File: config.mk
export PLATFORM = sky130hd
export DESIGN_NAME = mrv32_id_stage
export DESIGN_NICKNAME = d
export VERILOG_FILES = /design/src/rtl/mrv32_id_stage.sv
export SDC_FILE = /design/constraint.sdc
export NUM_CORES = 1
export LEC_CHECK = 0
export CORE_ASPECT_RATIO = 1.75
export CORE_MARGIN = 2
export CORE_UTILIZATION = 57
export DETAILED_ROUTE_END_ITERATION = 8
export PLACE_DENSITY = 0.95
export RECOVER_POWER = 100
export SLEW_MARGIN = 20
export SYNTH_ARGS = -nofsm -noshare
export SYNTH_HDL_FRONTEND = slang
export SYNTH_SLANG_ARGS = --single-unit
export TNS_END_PERCENT = 20
File: constraint.sdc
create_clock -name clk -period 16.02 [get_ports clk]
set_input_delay 1.602 -clock clk [delete_from_list [all_inputs] [get_ports clk]]
set_output_delay 1.602 -clock clk [all_outputs]
set_load 0.1 [all_outputs]
File: src/rtl/mrv32_id_stage.sv
// MRV32 instruction-decode stage: decodes RV32I(+M) into a control bundle,
// with load-use hazard hold, flush and an optional registered-ready skid buffer.
package mrv32_pkg;

  typedef enum logic [3:0] {
    ALU_ADD  = 4'd0,
    ALU_SUB  = 4'd1,
    ALU_SLL  = 4'd2,
    ALU_SLT  = 4'd3,
    ALU_SLTU = 4'd4,
    ALU_XOR  = 4'd5,
    ALU_SRL  = 4'd6,
    ALU_SRA  = 4'd7,
    ALU_OR   = 4'd8,
    ALU_AND  = 4'd9
  } alu_op_e;

  typedef enum logic [3:0] {
    BR_NONE = 4'd0,
    BR_EQ   = 4'd1,
    BR_NE   = 4'd2,
    BR_LT   = 4'd3,
    BR_GE   = 4'd4,
    BR_LTU  = 4'd5,
    BR_GEU  = 4'd6,
    BR_JAL  = 4'd7,
    BR_JALR = 4'd8
  } br_sel_e;

  typedef enum logic [2:0] {
    IMM_NONE = 3'd0,
    IMM_I    = 3'd1,
    IMM_S    = 3'd2,
    IMM_B    = 3'd3,
    IMM_U    = 3'd4,
    IMM_J    = 3'd5
  } imm_sel_e;

  // Access width as byte-lane mask; used for both loads and stores.
  localparam logic [3:0] WSTRB_NONE = 4'b0000;
  localparam logic [3:0] WSTRB_B    = 4'b0001;
  localparam logic [3:0] WSTRB_H    = 4'b0011;
  localparam logic [3:0] WSTRB_W    = 4'b1111;

  typedef struct packed {
    logic [4:0]  rs1;
    logic [4:0]  rs2;
    logic [4:0]  rd;
    alu_op_e     aluop;
    logic        alusrc;
    logic        mem_ren;
    logic        mem_wen;
    logic [3:0]  mem_wstrb;
    logic        load_unsigned;
    logic        reg_wen;
    logic        is_lui;
    logic        is_auipc;
    logic        is_jalr;
    br_sel_e     br_sel;
    logic [31:0] imm;
    logic        is_muldiv;
    logic [2:0]  muldiv_op;
    logic        illegal;
  } ctrl_t;

  typedef struct packed {
    logic [31:0] pc;
    ctrl_t       ctrl;
    logic        uses_rs1;
    logic        uses_rs2;
  } entry_t;

  function automatic logic [31:0] gen_imm(input logic [31:0] instr, input imm_sel_e sel);
    logic [31:0] imm;
    case (sel)
      IMM_I:   imm = {{20{instr[31]}}, instr[31:20]};
      IMM_S:   imm = {{20{instr[31]}}, instr[31:25], instr[11:7]};
      IMM_B:   imm = {{19{instr[31]}}, instr[31], instr[7], instr[30:25], instr[11:8], 1'b0};
      IMM_U:   imm = {instr[31:12], 12'b0};
      IMM_J:   imm = {{11{instr[31]}}, instr[31], instr[19:12], instr[20], instr[30:21], 1'b0};
      default: imm = 32'd0;
    endcase
    return imm;
  endfunction

  function automatic alu_op_e alu_base(input logic [2:0] f3);
    alu_op_e op;
    case (f3)
      3'b000:  op = ALU_ADD;
      3'b001:  op = ALU_SLL;
      3'b010:  op = ALU_SLT;
      3'b011:  op = ALU_SLTU;
      3'b100:  op = ALU_XOR;
      3'b101:  op = ALU_SRL;
      3'b110:  op = ALU_OR;
      default: op = ALU_AND;
    endcase
    return op;
  endfunction

endpackage

module mrv32_id_stage
  import mrv32_pkg::*;
#(
  parameter bit EN_M      = 1'b0,
  parameter bit REG_READY = 1'b1
) (
  input  logic        clk,
  input  logic        rst_n,
  input  logic        in_valid,
  output logic        in_ready,
  input  logic [31:0] in_instr,
  input  logic [31:0] in_pc,
  input  logic        flush,
  input  logic [4:0]  ex_rd,
  input  logic        ex_is_load,
  output logic        out_valid,
  input  logic        out_ready,
  output logic [31:0] out_pc,
  output ctrl_t       out_ctrl
);

  function automatic entry_t decode(input logic [31:0] instr, input logic [31:0] pc);
    entry_t      e;
    imm_sel_e    isel;
    logic        writes;
    logic [6:0]  f7;
    logic [2:0]  f3;
    e            = '0;
    isel         = IMM_NONE;
    writes       = 1'b0;
    f7           = instr[31:25];
    f3           = instr[14:12];
    e.pc         = pc;
    e.ctrl.rs1   = instr[19:15];
    e.ctrl.rs2   = instr[24:20];
    e.ctrl.rd    = instr[11:7];
    case (instr[6:0])
      7'b0110111: begin
        e.ctrl.is_lui = 1'b1; e.ctrl.alusrc = 1'b1; isel = IMM_U; writes = 1'b1;
      end
      7'b0010111: begin
        e.ctrl.is_auipc = 1'b1; e.ctrl.alusrc = 1'b1; isel = IMM_U; writes = 1'b1;
      end
      7'b1101111: begin
        e.ctrl.br_sel = BR_JAL; isel = IMM_J; writes = 1'b1;
      end
      7'b1100111: begin
        e.ctrl.is_jalr = 1'b1; e.ctrl.br_sel = BR_JALR; e.ctrl.alusrc = 1'b1;
        isel = IMM_I; writes = 1'b1; e.uses_rs1 = 1'b1;
        e.ctrl.illegal = (f3 != 3'b000);
      end
      7'b1100011: begin
        isel = IMM_B; e.uses_rs1 = 1'b1; e.uses_rs2 = 1'b1;
        case (f3)
          3'b000:  e.ctrl.br_sel = BR_EQ;
          3'b001:  e.ctrl.br_sel = BR_NE;
          3'b100:  e.ctrl.br_sel = BR_LT;
          3'b101:  e.ctrl.br_sel = BR_GE;
          3'b110:  e.ctrl.br_sel = BR_LTU;
          3'b111:  e.ctrl.br_sel = BR_GEU;
          default: e.ctrl.illegal = 1'b1;
        endcase
      end
      7'b0000011: begin
        e.ctrl.mem_ren = 1'b1; e.ctrl.alusrc = 1'b1; isel = IMM_I; writes = 1'b1;
        e.uses_rs1 = 1'b1; e.ctrl.load_unsigned = f3[2];
        case (f3)
          3'b000, 3'b100: e.ctrl.mem_wstrb = WSTRB_B;
          3'b001, 3'b101: e.ctrl.mem_wstrb = WSTRB_H;
          3'b010:         e.ctrl.mem_wstrb = WSTRB_W;
          default:        e.ctrl.illegal = 1'b1;
        endcase
      end
      7'b0100011: begin
        e.ctrl.mem_wen = 1'b1; e.ctrl.alusrc = 1'b1; isel = IMM_S;
        e.uses_rs1 = 1'b1; e.uses_rs2 = 1'b1;
        case (f3)
          3'b000:  e.ctrl.mem_wstrb = WSTRB_B;
          3'b001:  e.ctrl.mem_wstrb = WSTRB_H;
          3'b010:  e.ctrl.mem_wstrb = WSTRB_W;
          default: e.ctrl.illegal = 1'b1;
        endcase
      end
      7'b0010011: begin
        e.ctrl.alusrc = 1'b1; isel = IMM_I; writes = 1'b1; e.uses_rs1 = 1'b1;
        e.ctrl.aluop = alu_base(f3);
        // Shift-immediates reuse funct7 as an opcode extension; anything else is reserved.
        if (f3 == 3'b001 && f7 != 7'b0000000) e.ctrl.illegal = 1'b1;
        if (f3 == 3'b101) begin
          if (f7 == 7'b0100000)      e.ctrl.aluop = ALU_SRA;
          else if (f7 != 7'b0000000) e.ctrl.illegal = 1'b1;
        end
      end
      7'b0110011: begin
        writes = 1'b1; e.uses_rs1 = 1'b1; e.uses_rs2 = 1'b1;
        case (f7)
          7'b0000000: e.ctrl.aluop = alu_base(f3);
          7'b0100000: begin
            if (f3 == 3'b000)      e.ctrl.aluop = ALU_SUB;
            else if (f3 == 3'b101) e.ctrl.aluop = ALU_SRA;
            else                   e.ctrl.illegal = 1'b1;
          end
          7'b0000001: begin
            if (EN_M) begin
              e.ctrl.is_muldiv = 1'b1; e.ctrl.muldiv_op = f3;
            end else begin
              e.ctrl.illegal = 1'b1;
            end
          end
          default: e.ctrl.illegal = 1'b1;
        endcase
      end
      7'b0001111: ;
      default: e.ctrl.illegal = 1'b1;
    endcase
    e.ctrl.imm     = gen_imm(instr, isel);
    e.ctrl.reg_wen = writes && (instr[11:7] != 5'd0);
    if (e.ctrl.illegal) begin
      e.ctrl.reg_wen   = 1'b0;
      e.ctrl.mem_ren   = 1'b0;
      e.ctrl.mem_wen   = 1'b0;
      e.ctrl.is_muldiv = 1'b0;
      e.ctrl.br_sel    = BR_NONE;
    end
    return e;
  endfunction

  entry_t in_dec;
  entry_t held_q, held_d;
  entry_t skid_q, skid_d;
  logic   held_valid_q, held_valid_d;
  logic   skid_valid_q, skid_valid_d;
  logic   rdy_q;
  logic   hazard;
  logic   in_fire;
  logic   out_fire;

  always_comb in_dec = decode(in_instr, in_pc);

  assign hazard = ex_is_load && (ex_rd != 5'd0) &&
                  ((held_q.uses_rs1 && held_q.ctrl.rs1 == ex_rd) ||
                   (held_q.uses_rs2 && held_q.ctrl.rs2 == ex_rd));

  assign out_valid = held_valid_q && !hazard;
  assign out_pc    = held_q.pc;
  assign out_ctrl  = held_q.ctrl;
  assign in_ready  = REG_READY ? rdy_q
                               : (rdy_q && (!held_valid_q || (out_ready && !hazard)));
  assign in_fire   = in_valid && in_ready;
  assign out_fire  = out_valid && out_ready;

  // NOTE: every signal driven here gets a default first, so no path can infer a latch.
  always_comb begin
    held_d       = held_q;
    held_valid_d = held_valid_q;
    skid_d       = skid_q;
    skid_valid_d = skid_valid_q;
    if (flush) begin
      held_valid_d = 1'b0;
      skid_valid_d = 1'b0;
    end else if (!held_valid_q || out_fire) begin
      if (skid_valid_q) begin
        held_d       = skid_q;
        held_valid_d = 1'b1;
        skid_valid_d = 1'b0;
      end else if (in_fire) begin
        held_d       = in_dec;
        held_valid_d = 1'b1;
      end else begin
        held_valid_d = 1'b0;
      end
    end else if (in_fire && REG_READY) begin
      skid_d       = in_dec;
      skid_valid_d = 1'b1;
    end
  end

  // NOTE: state registers use non-blocking assignments so all flops update together.
  always_ff @(posedge clk or negedge rst_n) begin
    if (!rst_n) begin
      held_q       <= '0;
      held_valid_q <= 1'b0;
      skid_valid_q <= 1'b0;
      rdy_q        <= 1'b0;
    end else begin
      held_q       <= held_d;
      held_valid_q <= held_valid_d;
      skid_valid_q <= skid_valid_d;
      rdy_q        <= REG_READY ? !skid_valid_d : 1'b1;
    end
  end

  // NOTE: skid payload needs no reset; skid_valid_q guards every use of it.
  always_ff @(posedge clk) begin
    skid_q <= skid_d;
  end

endmodule

==> results by stage, run 1 <==
Drt:
- The routed layout has 6339 vias.
- The number of detailed-routing iterations run before antenna repair is 5.
- For this block, the initial DRC count from the detailed router was 374.
- After detailed routing, the average wire length per cell comes to 18.9 um.
- The mean number of vias per cell is 5.53.
- The number of remaining DRC errors is 0.
- The post-detailed-routing wire length is 21700 um.
- The remaining number of nets flagged by the antenna check after routing is 0.

Timing:
- The final total negative setup slack is 0 ps.
- The final count of hold timing violations is 0.
- The transition time of the tightest slew-check pin is 4420 ps.
- Derived from the worst setup path, the maximum achievable clock frequency is 0.129 GHz.
- For the final database, setup skew stands at 21.1 ps.
- Setup violations remaining at the end of the flow were counted as 0.
- The count of pins over their slew limit is 383.
- Setup slack closes at 8250 ps.
- The worst path in the final design needs a cycle of 7770 ps, including I/O delays and setup.
- The relative slew slack is -195%.
- On the final layout, the worst hold slack is 470 ps.
- The fraction of the cycle the final worst path needs is 48.5%.
- Setup repair after global routing left no endpoint under its margin.

Synthesis:
- The sequential-to-total area share from yosys stat is 57.4%.
- Counting every instance in the synthesized netlist gives 845.
- In the synthesized netlist the async set-or-reset flop fraction comes to 50.7%.
- The number of synthesized register bits is 205.
- In this run the cell area of the synthesized design comes to 9830 um^2.
- The area share of the largest cell type after synthesis is 30.9%.
- The number of library cell types mapped by synthesis is 61.
- The number of flops mapped to enable cells by yosys is 101.
- Each instance of the synthesized netlist takes up on average 11.6 um^2.
- The Yosys step of the flow raised 0 warnings.
- The cell taking the most area after synthesis is sky130_fd_sc_hd__edfxtp_1.
- By area the synthesized netlist is led by sky130_fd_sc_hd__edfxtp_1 (31%), sky130_fd_sc_hd__dfrtp_1 (26%), sky130_fd_sc_hd__mux2i_1 (9.2%).
- For this run, the leading register cell type out of synthesis is sky130_fd_sc_hd__dfrtp_1.

Placed design:
- The routability congestion estimate from global placement is 0.885.
- The total half-perimeter wirelength after legalization and detailed placement is 15200 um.
- The number of input and output port buffers inserted is 176.
- The post-placement cell count is 1106.
- Before CTS, the worst setup slack after placement is 10120 ps.

CTS:
- Buffers inserted during clock tree synthesis total 19.
- For this design, the CTS-stage hold fixing added 0 buffers.
- The CTS sink count is 205.
- The clock root buffer is sky130_fd_sc_hd__clkbuf_16.
- The number of buffers inserted to repair setup after CTS is 0.
- TritonCTS built the clock tree.
- The latest clock arrival within the worst-skew pair is 500 ps.
- In this run the number of H-tree levels came out at 1.
- The number of gates given a new drive strength after cts is 0.
- The clock passes through at most 3 buffers.
- After clock tree synthesis, the clock-pin slew on the worst setup and hold paths is 70 ps.

Outcome:
- The checks that failed: max-capacitance violations, max-slew violations.
- The flow ran to the end, but the final reports show violations.

Final layout:
- For this run, the post-layout net count is 975.
- The sequential cells in the finished layout cover a total of 5640 um^2.
- The fraction of final layout cells with drive strength greater than 1 is 5.15%.
- The growth of design area from synthesis to finish is 16.6%.
- The multi-input combinational cells in the finished layout cover a total of 3100 um^2.
- The number of non-filler instances in the completed layout is 1147.
- The leading cell type in the layout, fill and taps excluded is sky130_fd_sc_hd__dlygate4sd3_1.
- The library cells used most frequently in the layout, excluding fill and tap cells, are sky130_fd_sc_hd__dlygate4sd3_1 (153), sky130_fd_sc_hd__nand2_1 (110), sky130_fd_sc_hd__dfrtp_1 (103).
- The filler cell count is 1242.

Global route:
- The maximum number of pins on one net before global-route repair is 104.
- The first global-routing pass estimated 33900 um of wire.
- The total routing resource utilization after global routing is 23.9%.
- Summed over all layers, the global routing overflow is 0.
- The initial antenna violation count is 6.
- The via count of the first global-routing pass was 6472.

Critical path:
- The startpoint class of the critical path is an input pin.
- The internal reg-to-reg setup slack is 9240 ps.
- The largest fanout on the critical path is 103.
- The number of cells on the worst reg-to-reg path is 6.
- The capturing element type of the critical path is a flop.
- In this run the worst setup path begins at ex_rd[1].
- The reg-to-reg endpoint is out_pc[20].
- The category of the most critical setup path is input pin to flop.
- In this run the critical register-to-register path is launched from skid_valid_q.
- The timing endpoint of the critical path is out_pc[20].
- The required time of the worst setup path is 16200 ps.
- At the worst endpoint, the arrival time is 7950 ps.

Hold path:
- The start point of the worst hold path is out_ctrl[50].
- The kind of path behind the tightest hold check is flop to flop.
- The cell count of the worst hold path is 2.

Floorplanning:
- The cell row count is 63.
- The die covers 18300 um^2.
- The area inside the core boundary is 16900 um^2.
- The number of top-level pins is 181.
- The die is 103 um wide.
- From bottom edge to top edge, the die measures 178 um.
- Once the floorplan was initialized, standard cells occupied 58.0% of the core.

Power and ir drop:
- The largest vdd supply drop is 80.6 uV.
- The total leakage power is 0.00452 uW.
- The areal power density over the cells is 122 nW/um^2.

Flow run:
- The tool flagged a number of max-cap violations equal to 5.
==> synthesized netlist by cell type (2+ instances only) <==
library cell               instances
sky130_fd_sc_hd__inv_1             7
sky130_fd_sc_hd__buf_2             7
sky130_fd_sc_hd__o21ai_0          38
sky130_fd_sc_hd__dfrtp_1         104
sky130_fd_sc_hd__and4_1            2
sky130_fd_sc_hd__nor2b_1           6
sky130_fd_sc_hd__a211oi_1          2
sky130_fd_sc_hd__and3_1            3
sky130_fd_sc_hd__nor4bb_1          2
sky130_fd_sc_hd__a31o_2            2
sky130_fd_sc_hd__or2_2             3
sky130_fd_sc_hd__nand3_1           5
sky130_fd_sc_hd__a21o_1           23
sky130_fd_sc_hd__mux2_2            9
sky130_fd_sc_hd__nor3_1            7
sky130_fd_sc_hd__mux2i_1          90
sky130_fd_sc_hd__nand4_1           3
sky130_fd_sc_hd__a21oi_1          18
sky130_fd_sc_hd__o21a_1            3
sky130_fd_sc_hd__xnor2_1          11
sky130_fd_sc_hd__or4_1             3
sky130_fd_sc_hd__buf_1             2
sky130_fd_sc_hd__buf_4           104
sky130_fd_sc_hd__edfxtp_1        101
sky130_fd_sc_hd__nand2b_1          6
sky130_fd_sc_hd__nor2_1           18
sky130_fd_sc_hd__or3b_1            2
sky130_fd_sc_hd__nor4_1            2
sky130_fd_sc_hd__mux2_4            8
sky130_fd_sc_hd__a31oi_1           2
sky130_fd_sc_hd__o211ai_1          2
sky130_fd_sc_hd__buf_6             9
sky130_fd_sc_hd__clkbuf_1         30
sky130_fd_sc_hd__o21ai_1          61
sky130_fd_sc_hd__and2_1           12
sky130_fd_sc_hd__nand2_1         110
sky130_fd_sc_hd__a22o_1            4
==> where the power goes <==
group / leakage (uW) / internal [uW] / switching [uW]
Combinational: 0.00203 / 75.5 / 286
Clock: 0.000300 / 244 / 189
Sequential: 0.00219 / 586 / 20.5
==> worst max-delay path, stage by stage <==
cell,delay (ps)
sky130_fd_sc_hd__dlygate4sd3_1,610
sky130_fd_sc_hd__xnor2_1,190
sky130_fd_sc_hd__nand4_1,120
sky130_fd_sc_hd__o22ai_1,260
sky130_fd_sc_hd__a21o_1,1770
sky130_fd_sc_hd__clkbuf_1,2730
sky130_fd_sc_hd__o21ai_0,600
==> logic make-up after synthesis <==
family | after synthesis | synth area share (%)
buffers and inverters | 159 | 10.8
muxes | 107 | 11.4
DFF | 205 | 57.4
xor gates and xnor gates | 12 | 1.07
AOI/OAI and AO/OA | 168 | 10.0
other | 1 | 0.0382
and+or+nand+nor | 193 | 9.26
==> worst min path at each step <==
stage,to,slack (ps)
detailed placement,out_ctrl[32],470
finish,out_ctrl[50],470
global route,out_ctrl[52],510
CTS,out_ctrl[32],480
global placement,out_ctrl[5],460
floorplan,out_ctrl[16],450
==> per-layer routing <==
layer  track usage, %  up-vias  share of wire, %
li1                 -     2996                 -
met1             28.5     3107                38
met2             42.3      186                53
met3             3.70       50               4.8
met4             9.65        0               3.6
met5                0        -                 0
==> metrics by stage <==
| stage | cell area (um^2) | power [uW] | utilization (%) |
|---|---|---|---|
| 3_3_place_gp | 10900 | 991 | 64.4 |
| 5_1_grt | 11500 | 1450 | 67.6 |
| 6_report | 11500 | 1400 | 67.6 |
| 4_1_cts | 11500 | 1430 | 67.9 |
| 3_5_place_dp | 10900 | 999 | 64.4 |
| 2_1_floorplan | 9840 | 937 | - |
==> flip-flops by register name, summed over array words and instances, names as in the netlist <==
name / flops
out_pc: 32
out_ctrl: 67
held_q: 2
held_valid_q: 1
skid_valid_q: 1
in_ready: 1
skid_q: 101
==> cell type report <==
type	instances	share of cell area (%)
clock buffer	28	4.88
clock inverter	6	0.382
tap	227	2.48
sequential	205	49.2
timing repair buffer	183	15.6
multi-input combinational	484	27.1
antenna	7	0.153
inverter	7	0.229
No activity file was read; power rests on OpenSTA's default activity.
==> run 2, diff against run 1 <==
--- a/config.mk
+++ b/config.mk
@@ -7,9 +7,9 @@
 export LEC_CHECK = 0
 export CORE_ASPECT_RATIO = 1.75
 export CORE_MARGIN = 2
-export CORE_UTILIZATION = 57
+export CORE_UTILIZATION = 53
 export DETAILED_ROUTE_END_ITERATION = 8
-export PLACE_DENSITY = 0.95
+export PLACE_DENSITY = 0.92
 export RECOVER_POWER = 100
 export SLEW_MARGIN = 20
 export SYNTH_ARGS = -nofsm -noshare
==> constraint.sdc (replaced) <==
create_clock -name clk -period 7.72 [get_ports clk]
set_input_delay 0.772 -clock clk [delete_from_list [all_inputs] [get_ports clk]]
set_output_delay 0.772 -clock clk [all_outputs]
set_load 0.1 [all_outputs]
==> run 2 against run 1 <==
Cell count about the same. The run still ends with max-capacitance violations, max-slew violations left. Largest cell class unchanged. Highest routed layer is now met5. Via count rose by 0.21%. Worst hold slack improved by 1.1 ps.
==> results by stage, run 2 (same netlist as run 1, synthesis figures left out) <==
Critical path:
- The worst reg2reg path depth is 7 (was 6).
- The start of the worst register-to-register path is out_ctrl[62] (was skid_valid_q).
- The capturing element type of the critical path is a flop (unchanged).
- The worst setup path startpoint is ex_rd[1] (unchanged).
- The category of the most critical setup path is input pin to flop (unchanged).
- The startpoint class of the critical path is an input pin (unchanged).
- The largest fanout on the critical path was 80 (was 103).
- The internal reg-to-reg setup slack is 2680 ps (was 9240 ps).
- The required time of the worst setup path was 7810 ps (was 16200 ps).
- The timing endpoint of the critical path was skid_q[24] (was out_pc[20]).
- The worst path arrival time is 5600 ps (was 7950 ps).
- The reg-to-reg endpoint is skid_q[24] (was out_pc[20]).

Final layout:
- The leading cell type in the layout, fill and taps excluded is sky130_fd_sc_hd__dlygate4sd3_1 (unchanged).
- The net total in the final layout is 973 (was 975).
- The post-layout utilization of the core is 63.3% (was 67.6%).
- The area of all placed cells without fillers is 11500 um^2 (about the same).
- The register with the highest flop count is skid_q (unchanged).
- The growth of design area from synthesis to finish is 16.9% (was 16.6%).
- Commonest cells after routing, fill and taps aside: sky130_fd_sc_hd__dlygate4sd3_1 (153), sky130_fd_sc_hd__nand2_1 (110), sky130_fd_sc_hd__dfrtp_1 (103) (unchanged).
- The number of flip-flops under the largest register name is 101 (unchanged).
- The fraction of final layout cells with drive strength greater than 1 is 5.49% (was 5.15%).

Drt:
- The number of detailed-routing iterations run before antenna repair was 4 (was 5).
- The DRC violation total after the first TritonRoute iteration was 460 (was 374).
- The mean number of vias per cell is 5.54 (was 5.53).
- The post-detailed-routing wire length is 21500 um (was 21700 um).
- The overall via count from detail_route came to 6352 (was 6339).
- The remaining number of nets flagged by the antenna check after routing is 0 (unchanged).
- The number of remaining DRC errors came to 0 (unchanged).
- The post-detailed-route wirelength per cell is 18.8 um (was 18.9 um).

CTS:
- The CTS buffer count is 19 (unchanged).
- The count of H-tree levels built during CTS is 1 (unchanged).
- The number of gates given a new drive strength after cts is 0 (unchanged).
- The maximum count of clock buffers along a single path is 3 (unchanged).
- The clock input transition at the sequential cells of the worst setup and hold paths was 60 ps (was 70 ps).
- The CTS tree is built (unchanged).
- The CTS sink count was 205 (unchanged).
- The latest clock arrival within the worst-skew pair is 480 ps (was 500 ps).
- The number of buffers inserted to repair setup after CTS is 0 (unchanged).
- The quantity of hold-fixing buffers added after cts came to 0 (unchanged).
- The clock root buffer is sky130_fd_sc_hd__clkbuf_16 (unchanged).

Flow run:
- The max-capacitance violation count is 3 (was 5).

Floorplanning:
- The area inside the core boundary is 18100 um^2 (was 16900 um^2).
- The cell row count is 65 (was 63).
- The die span in y is 184 um (was 178 um).
- The number of top-level pins came to 181 (unchanged).
- The initial core utilization was 54.2% (was 58.0%).
- The die span in x is 107 um (was 103 um).
- The die area is 19700 um^2 (was 18300 um^2).

Global route:
- The global-route wire length before repair is 34400 um (was 33900 um).
- The total routing resource utilization after global routing is 22.1% (was 23.9%).
- The initial antenna violation count is 3 (was 6).
- The total congestion overflow after global routing came to 0 (unchanged).
- The via count of the first global-routing pass came to 6510 (was 6472).
- The maximum number of pins on one net before global-route repair is 100 (was 104).

Timing:
- The final-report setup violation count came to 0 (unchanged).
- The final count of hold timing violations was 0 (unchanged).
- The count of pins over their slew limit is 168 (was 383).
- The final total negative setup slack is 0 ps (unchanged).
- RSZ-0062 raised after global routing: no (unchanged).
- The highest clock frequency the design can meet is 0.182 GHz.
- The transition time of the tightest slew-check pin was 2830 ps (was 4420 ps).
- The setup clock skew after layout is 7.55 ps (was 21.1 ps).
- The post-route minimum period is 5510 ps.
- The relative slew slack is -90.2% (was -195%).
- Of the available clock period, the critical path in the final layout requires 71.3%.

Power and ir drop:
- The net load switching power came to 1020 uW (was 496 uW).
- The part of the total power dissipated in the clock network was 31.7% (was 30.9%).
- The largest vdd supply drop is 178 uV (was 80.6 uV).
- The total leakage power is 0.00453 uW (was 0.00452 uW).
- The combinational cell fraction of total power came to 25.5% (was 25.8%).
- The internal power is 1920 uW (was 906 uW).
- The fraction of power spent switching nets is 34.7% (was 35.4%).
- The sequential share of power was 42.8% (was 43.3%).
- The areal power density over the cells is 256 nW/um^2 (was 122 nW/um^2).
- The overall power after layout was 2940 uW (was 1400 uW).

Placed design:
- The total half-perimeter wirelength after legalization and detailed placement was 15100 um (was 15200 um).
- The area after detailed placement came to 10900 um^2 (unchanged).
- The number of input and output port buffers inserted is 176 (unchanged).
- The routability congestion estimate from global placement is 0.881 (was 0.885).

Hold path:
- The kind of path behind the tightest hold check is flop to flop (unchanged).

Outcome:
- Result of the run: finished with violations (unchanged).
- Failing checks: max-capacitance violations, max-slew violations (unchanged).
## run 2: critical path, cell delays in order
cell and delay (ps):
sky130_fd_sc_hd__dlygate4sd3_1 610, sky130_fd_sc_hd__xnor2_1 170, sky130_fd_sc_hd__nand4_1 120, sky130_fd_sc_hd__o22ai_1 280, sky130_fd_sc_hd__nand2b_1 100, sky130_fd_sc_hd__a21o_1 220
sky130_fd_sc_hd__nor3_1 2140, sky130_fd_sc_hd__buf_4 1060
## run 2: layout make-up
type                            count  area, um^2
Tap cell                          234         293
Clock buffer                       28         571
Sequential cell                   205        5640
Fill cell                        1411        6650
Clock inverter                      5        56.3
Inverter                            7        26.3
Multi-Input combinational cell    484        3110
Antenna cell                        2        5.00
Timing Repair Buffer              181        1790
## run 2: worst min-delay path by stage
| stage | cells past startpoint | slack, ps | from | to |
|---|---|---|---|---|
| floorplan | 2 | 450 | out_ctrl[16] | out_ctrl[16] |
| global placement | 2 | 470 | out_pc[12] | out_pc[12] |
| detailed placement | 2 | 470 | out_ctrl[16] | out_ctrl[16] |
| CTS | 1 | 330 | rst_n | out_ctrl[12] |
| global route | 2 | 500 | out_pc[14] | out_pc[14] |
| finish | 2 | 470 | out_ctrl[0] | out_ctrl[0] |
## run 2: power groups by stage
stage | logic [uW] | registers [uW] | clock network [uW]
2_1_floorplan | 677 | 1270 | 0
3_3_place_gp | 779 | 1280 | 0
3_5_place_dp | 790 | 1280 | 0
4_1_cts | 790 | 1260 | 950
5_1_grt | 783 | 1260 | 995
6_report | 749 | 1260 | 933
## run 2: stage by stage
stage / setup slack, ps / cells / hold slack [ps]
2_1_floorplan: 1800 / 848 / 449
3_3_place_gp: 3370 / 1111 / 466
3_5_place_dp: 3230 / 1111 / 469
4_1_cts: 3580 / 1144 / 328
5_1_grt: 1770 / 1146 / 498
6_report: 2210 / 1146 / 471
## run 2: layer usage
layer | vias to the layer above | track usage (%) | share of wire (%)
li1 | 2980 | - | -
met3 | 44 | 2.83 | 4.0
met1 | 3135 | 26.4 | 39
met4 | 2 | 8.83 | 3.6
met2 | 191 | 40.0 | 54
met5 | - | 0 | 0.060
